[config.mk]
export PLATFORM = sky130hd
export DESIGN_NAME = veririsc_sequencer
export DESIGN_NICKNAME = d
export VERILOG_FILES = /design/src/rtl/veririsc_sequencer.sv
export SDC_FILE = /design/constraint.sdc
export NUM_CORES = 1
export LEC_CHECK = 0
export ABC_AREA = 1
export CAP_MARGIN = 5
export CORE_AREA = 4 4 41 43
export DETAILED_ROUTE_END_ITERATION = 12
export DIE_AREA = 0 0 45 47
export PLACE_DENSITY = 0.7
export REMOVE_ABC_BUFFERS = 1
export SETUP_SLACK_MARGIN = 0.1
export SYNTH_ARGS = -nofsm -noshare
export SYNTH_HDL_FRONTEND = slang
export SYNTH_SLANG_ARGS = --single-unit
[constraint.sdc]
create_clock -name clk -period 2.1 [get_ports clk]
set_input_delay 0.42 -clock clk [delete_from_list [all_inputs] [get_ports clk]]
set_output_delay 0.42 -clock clk [all_outputs]
set_load 0.02 [all_outputs]
[src/rtl/veririsc_sequencer.sv]
// Eight-phase fetch/execute controller for the VeriRISC datapath, decoding opcode into strobes.
// Optional macro CTRL_RESUME_EN lets the resume input release the halted state.
module veririsc_sequencer #(
  parameter int OPC_W   = 3,
  parameter int PHASE_W = 3
) (
  input  logic               clk,
  input  logic               rst,
  input  logic [OPC_W-1:0]   opcode,
  input  logic               a_is_zero,
  input  logic               resume,
  output logic               sel,
  output logic               rd,
  output logic               wr,
  output logic               ld_ir,
  output logic               ld_ac,
  output logic               ld_pc,
  output logic               inc_pc,
  output logic               data_e,
  output logic               halt,
  output logic [PHASE_W-1:0] phase
);

  localparam logic [OPC_W-1:0] OP_HLT = OPC_W'(0);
  localparam logic [OPC_W-1:0] OP_SKZ = OPC_W'(1);
  localparam logic [OPC_W-1:0] OP_ADD = OPC_W'(2);
  localparam logic [OPC_W-1:0] OP_AND = OPC_W'(3);
  localparam logic [OPC_W-1:0] OP_XOR = OPC_W'(4);
  localparam logic [OPC_W-1:0] OP_LDA = OPC_W'(5);
  localparam logic [OPC_W-1:0] OP_STO = OPC_W'(6);
  localparam logic [OPC_W-1:0] OP_JMP = OPC_W'(7);

  localparam logic [PHASE_W-1:0] PH_INST_ADDR  = PHASE_W'(0);
  localparam logic [PHASE_W-1:0] PH_INST_FETCH = PHASE_W'(1);
  localparam logic [PHASE_W-1:0] PH_INST_LOAD  = PHASE_W'(2);
  localparam logic [PHASE_W-1:0] PH_IDLE       = PHASE_W'(3);
  localparam logic [PHASE_W-1:0] PH_OP_ADDR    = PHASE_W'(4);
  localparam logic [PHASE_W-1:0] PH_OP_FETCH   = PHASE_W'(5);
  localparam logic [PHASE_W-1:0] PH_ALU_OP     = PHASE_W'(6);
  localparam logic [PHASE_W-1:0] PH_STORE      = PHASE_W'(7);

  logic [PHASE_W-1:0] phase_q, phase_d;
  logic               halted_q, halted_d;
  logic               alu_op;

  assign alu_op = (opcode == OP_ADD) || (opcode == OP_AND) ||
                  (opcode == OP_XOR) || (opcode == OP_LDA);

`ifndef CTRL_RESUME_EN
  logic unused_resume;
  assign unused_resume = resume;
`endif

  always_comb begin
    phase_d  = phase_q;
    halted_d = halted_q;
    if (halted_q) begin
`ifdef CTRL_RESUME_EN
      // PC already advanced in phase 4, so rejoin the cycle after the operand phases.
      if (resume) begin
        halted_d = 1'b0;
        phase_d  = PH_OP_FETCH;
      end
`endif
    end else if (phase_q == PH_OP_ADDR && opcode == OP_HLT) begin
      halted_d = 1'b1;
    end else begin
      phase_d = phase_q + 1'b1;
    end
  end

  always_ff @(posedge clk or posedge rst) begin
    if (rst) begin
      phase_q  <= PH_INST_ADDR;
      halted_q <= 1'b0;
    end else begin
      phase_q  <= phase_d;
      halted_q <= halted_d;
    end
  end

  // Unregistered decode: strobes are valid in the same cycle as their phase.
  always_comb begin
    sel    = 1'b0;
    rd     = 1'b0;
    wr     = 1'b0;
    ld_ir  = 1'b0;
    ld_ac  = 1'b0;
    ld_pc  = 1'b0;
    inc_pc = 1'b0;
    data_e = 1'b0;
    halt   = 1'b0;
    if (halted_q) begin
      halt = 1'b1;
    end else begin
      case (phase_q)
        PH_INST_ADDR:  sel = 1'b1;
        PH_INST_FETCH: begin sel = 1'b1; rd = 1'b1; end
        PH_INST_LOAD:  begin sel = 1'b1; rd = 1'b1; ld_ir = 1'b1; end
        PH_IDLE:       begin sel = 1'b1; rd = 1'b1; ld_ir = 1'b1; end
        PH_OP_ADDR: begin
          inc_pc = 1'b1;
          halt   = (opcode == OP_HLT);
        end
        PH_OP_FETCH:   rd = alu_op;
        PH_ALU_OP: begin
          rd     = alu_op;
          inc_pc = (opcode == OP_SKZ) && a_is_zero;
          ld_pc  = (opcode == OP_JMP);
          data_e = (opcode == OP_STO);
        end
        PH_STORE: begin
          rd     = alu_op;
          ld_ac  = alu_op;
          ld_pc  = (opcode == OP_JMP);
          wr     = (opcode == OP_STO);
          data_e = (opcode == OP_STO);
        end
        default: ;
      endcase
    end
  end

  assign phase = phase_q;

endmodule

# ---- After elaboration in Yosys (flattened, before gate mapping)
# Cells that the tools add are included.
dict set report totals {
  ff_bits 4
  latchBits 0
  mem_bits_rw 0
  mem_bits_ro 0
  output_inout_bits 12
  memories 0
}
dict set report classes {
  addsub 1
  mul 0
  div_mod_pow 0
  n_lt_le_gt_ge 0
  n_eq_ne 14
  shift 0
  muxes 20
  bitwise_logic 2
  reduce_logical 13
}
# cell count
set ops {}
lappend ops {{$eq 3x3->1 const B} 8}
lappend ops {{$mux 1} 18}
lappend ops {{$eq 3x2->1 const B} 4}
lappend ops {{$eq 3x1->1 const B} 2}
lappend ops {{$logic_not 3->1} 2}
lappend ops {{$reduce_or 3->1} 2}
lappend ops {{$pmux 1 s2} 2}
lappend ops {{$reduce_or 2->1} 2}
lappend ops {{$reduce_or 4->1} 1}
lappend ops {{$add 3x1->3 const B} 1}
lappend ops {{$logic_or 1x1->1} 3}
lappend ops {{$logic_and 1x1->1} 2}
lappend ops {{$not 1->1} 2}
lappend ops {{$reduce_and 2->1} 1}

# ---- Longest topological paths before layout
dict set report logic_depth {
  ltp_word 6
  depth_mapped 8
}

# ---- Worst setup path before layout
# OpenSTA, ideal clock, no wires.
dict set report synth_path {
  kind {flip-flop to output port}
  start {reg phase_q[1] (netlist: phase[1])}
  end {out ld_ac}
  t_arrival_ns 1.622
  required_ns 1.680
  slack_ns 0.058
  path_stages_with_launch 5
  path_buffers 0
  cell_sequence {dfrtp_1 ha_1 ha_1 inv_1 nor4_1}
}
dict set report synth_between {
  elab_chain_len 3
}
# item line_no
set synth_rtl {}
lappend synth_rtl {{from (decl)} 42} ;# logic [PHASE_W-1:0] phase_q, phase_d;
lappend synth_rtl {{from (signal assigned)} 77} ;# phase_q <= phase_d;
lappend synth_rtl {{$eq 3x3->1} 96} ;# case (phase_q)
lappend synth_rtl {{$mux 1} 96}
lappend synth_rtl {{$mux 1} 93} ;# if (halted_q) begin
lappend synth_rtl {{to (decl)} 16} ;# output logic ld_ac,
# No other way between the ends.

# ---- Final worst setup path
# Same ends and word-level chain as after synthesis.

==> flow_metrics.env <==
export IMPL_status="finished clean"
export IMPL_ys_seq_elements=4
export IMPL_crit_chain="ha_2 > ha_1 > inv_1 > nor4_1 > clkbuf_2"
export IMPL_clock_path_buffers=2
export IMPL_antenna_found_initial=0
export IMPL_yosysTopAreaCell="dfrtp_1"
export IMPL_cts_root_buf="clkbuf_4"
export IMPL_timing_final_crit_period_ns=1.93
export IMPL_max_slew_worst_pin_slew_ns=0.224
export IMPL_globalRoute_busiestLayer="met2"
export IMPL_die_area_mm2=0.00212
export IMPL_final_max_slew_viol_count=0
export IMPL_cts_tree="done"
export IMPL_grt_ovfl_total=0
export IMPL_setup_worst_path_class="flip-flop to output pin"
export IMPL_yosysUniqueCellTypes=12
export IMPL_drtIter0Drc=5
export IMPL_rsz0062_at_grt="true"
export IMPL_syn2layout_area_growth_pct=59.2
export IMPL_grt_pass1_vias=460
export IMPL_cp_slowest_stage_delay_ns=0.38
export IMPL_clkTransAtPathRegs_ns=0.04
export IMPL_ir_worst_vdd_v=0.000263
export IMPL_met2_usage=0.192
export IMPL_fin_worst_skew_ns=0.000203
export IMPL_drcViolationCount=0
export IMPL_cp_start_kind="flip-flop"
export IMPL_port_buffers=17
export IMPL_relSlewSlack=0.850
export IMPL_dp_cells=98
export IMPL_setup_viol=0
export IMPL_clkLatencyLatePin_ns=0.23
export IMPL_p_leak_nw=0.363
export IMPL_drive_gt1_frac=0.287
export IMPL_synth_area_top_cells="dfrtp_1 25%, ha_1 19%, nand2_1 15%"
export IMPL_crit_path_top_delay_cell="dfrtp_1"
export IMPL_dr_pass1_iters=4
export IMPL_grt_max_degree=7
export IMPL_use_met3=0.0192
export IMPL_cts_buffers=3
export IMPL_postCtsHoldBufs=0
export IMPL_cts_sinks=4
export IMPL_ys_seq_area_frac=0.251
export IMPL_worstHoldPathType="input port to async pin"
export IMPL_routabilityCongestion=0.757
export IMPL_period_share=0.918
export IMPL_h_tree_depth=1
export IMPL_final_util=0.488
export IMPL_vias=452
export IMPL_r2r_slack_ns=0.72
export IMPL_fp_dieW_um=45
export IMPL_required_ns=1.68
export IMPL_drv_cap=0
export IMPL_synth_area_um2=399
export IMPL_path_max_fanout=4
export IMPL_maxClockFrequency_mhz=519
export IMPL_track_usage=0.110
export IMPL_dpl_hpwl_um=812
export IMPL_synth_cells=59
export IMPL_fin_nets=102
export IMPL_wl_per_cell_um=9.60
export IMPL_wl_um=979
export IMPL_crit_path_end_kind="output pin"
export IMPL_n_antenna_cell=0
export IMPL_rows=13
export IMPL_final_setup_tns_ns=0
export IMPL_die_h_um=47
export IMPL_ant_nets=0
export IMPL_arrival_ns=1.51
export IMPL_power_density_mw_per_mm2=299
export IMPL_io_pin_count=19
export IMPL_start_util=0.307
export IMPL_ys_warn_count=0
export IMPL_synth_top_area_share=0.251
export IMPL_finalHoldViolations=0
export IMPL_stdcell_count=102
export IMPL_avgSynthCellArea_um2=6.76
export IMPL_vias_per_cell=4.43
export IMPL_grt_pass1_wl_um=1690
export IMPL_reg2reg_depth=10
export IMPL_gr_usage_met1=0.116
export IMPL_core_area_mm2=0.00130
[flip-flops by register name, summed over array words and instances (netlist names)]
register / flops
phase: 3
halted_q: 1
[power by group]
group	leakage [nW]	switching [W]	internal, W
Sequential	0.0507	0	0.0000775
Clock	0.0138	0.0000298	0.0000638
Combinational	0.299	0.00000868	0.00000997
Total	0.363	0.0000385	0.000151
[per-layer routing]
metal,part of all wire,vias to the layer above
met3,0.070,2
met4,0.014,0
met5,0,-
met2,0.49,15
li1,-,243
met1,0.43,192
[cells by family after synthesis]
| family | after synthesis | synth area share |
|---|---|---|
| simple gates | 33 | 0.398 |
| fa+ha+maj | 6 | 0.188 |
| buf+inv | 12 | 0.113 |
| flops | 4 | 0.251 |
| compound gates | 4 | 0.0502 |
[cell usage after synthesis (all sizes together)]
| cell type | instances |
|---|---|
| a21oi | 4 |
| nand3 | 6 |
| inv | 12 |
| nand2 | 17 |
| dfrtp | 4 |
| nor2 | 6 |
| nand3b | 2 |
| ha | 6 |
| nor4 | 2 |
[path summary, 6_finish.rpt]
check | from | endpoint
max | phase[1]$_DFFE_PP0P_ | ld_ac
min | rst | halted_q$_DFF_PP0_
max reg2reg | phase[0]$_DFFE_PP0P_ | phase[0]$_DFFE_PP0P_
min reg2reg | phase[1]$_DFFE_PP0P_ | phase[1]$_DFFE_PP0P_
max in group asynchronous | rst | phase[1]$_DFFE_PP0P_
min in group clk | phase[1]$_DFFE_PP0P_ | phase[1]$_DFFE_PP0P_
[per-stage QoR]
stage               hold slack [ns]  instance area, um^2  setup slack (ns)  total power, W
finish                        0.367                  636             0.172        0.000190
global route                  0.374                  636            0.0792        0.000203
CTS                           0.363                  648            0.0218        0.000195
detailed placement            0.614                  641            -0.251       0.0000975
global placement              0.609                  641            -0.249       0.0000972
floorplan                     0.186                  399            0.0580       0.0000851
[final cells by class]
class / instances / area, um^2
fillers: 153 / 666
multi-input cells: 43 / 259
repair buffers: 25 / 190
flip-flops and latches: 4 / 100
inverters: 12 / 45.0
clock buffers: 3 / 22.5
well taps: 15 / 18.8
[timing repair]
item	in CTS	in global routing
buffers inserted	1	0
gates resized for setup	30	10
hold endpoints to repair	0	0
setup endpoints to repair	9	8
[worst max-delay path: cells and delay by family, from the launching register on]
family / cells / cell delay (ns)
fa+ha+maj: 2 / 0.34
flops: 1 / 0.38
buf+inv: 2 / 0.27
simple gates: 1 / 0.27
[cell usage in the layout (no fill, tap or decap), drive strengths merged]
master / Yosys / layout
nor2: 6 / 6
inv: 12 / 12
a21oi: 4 / 4
clkbuf: 0 / 5
nand3: 6 / 6
nand2: 17 / 17
nand3b: 2 / 2
dlymetal6s2s: 0 / 1
clkdlybuf4s50: 0 / 7
dfrtp: 4 / 4
nor4: 2 / 2
ha: 6 / 6
buf: 0 / 15
No activity file was read; power rests on OpenSTA's default activity.
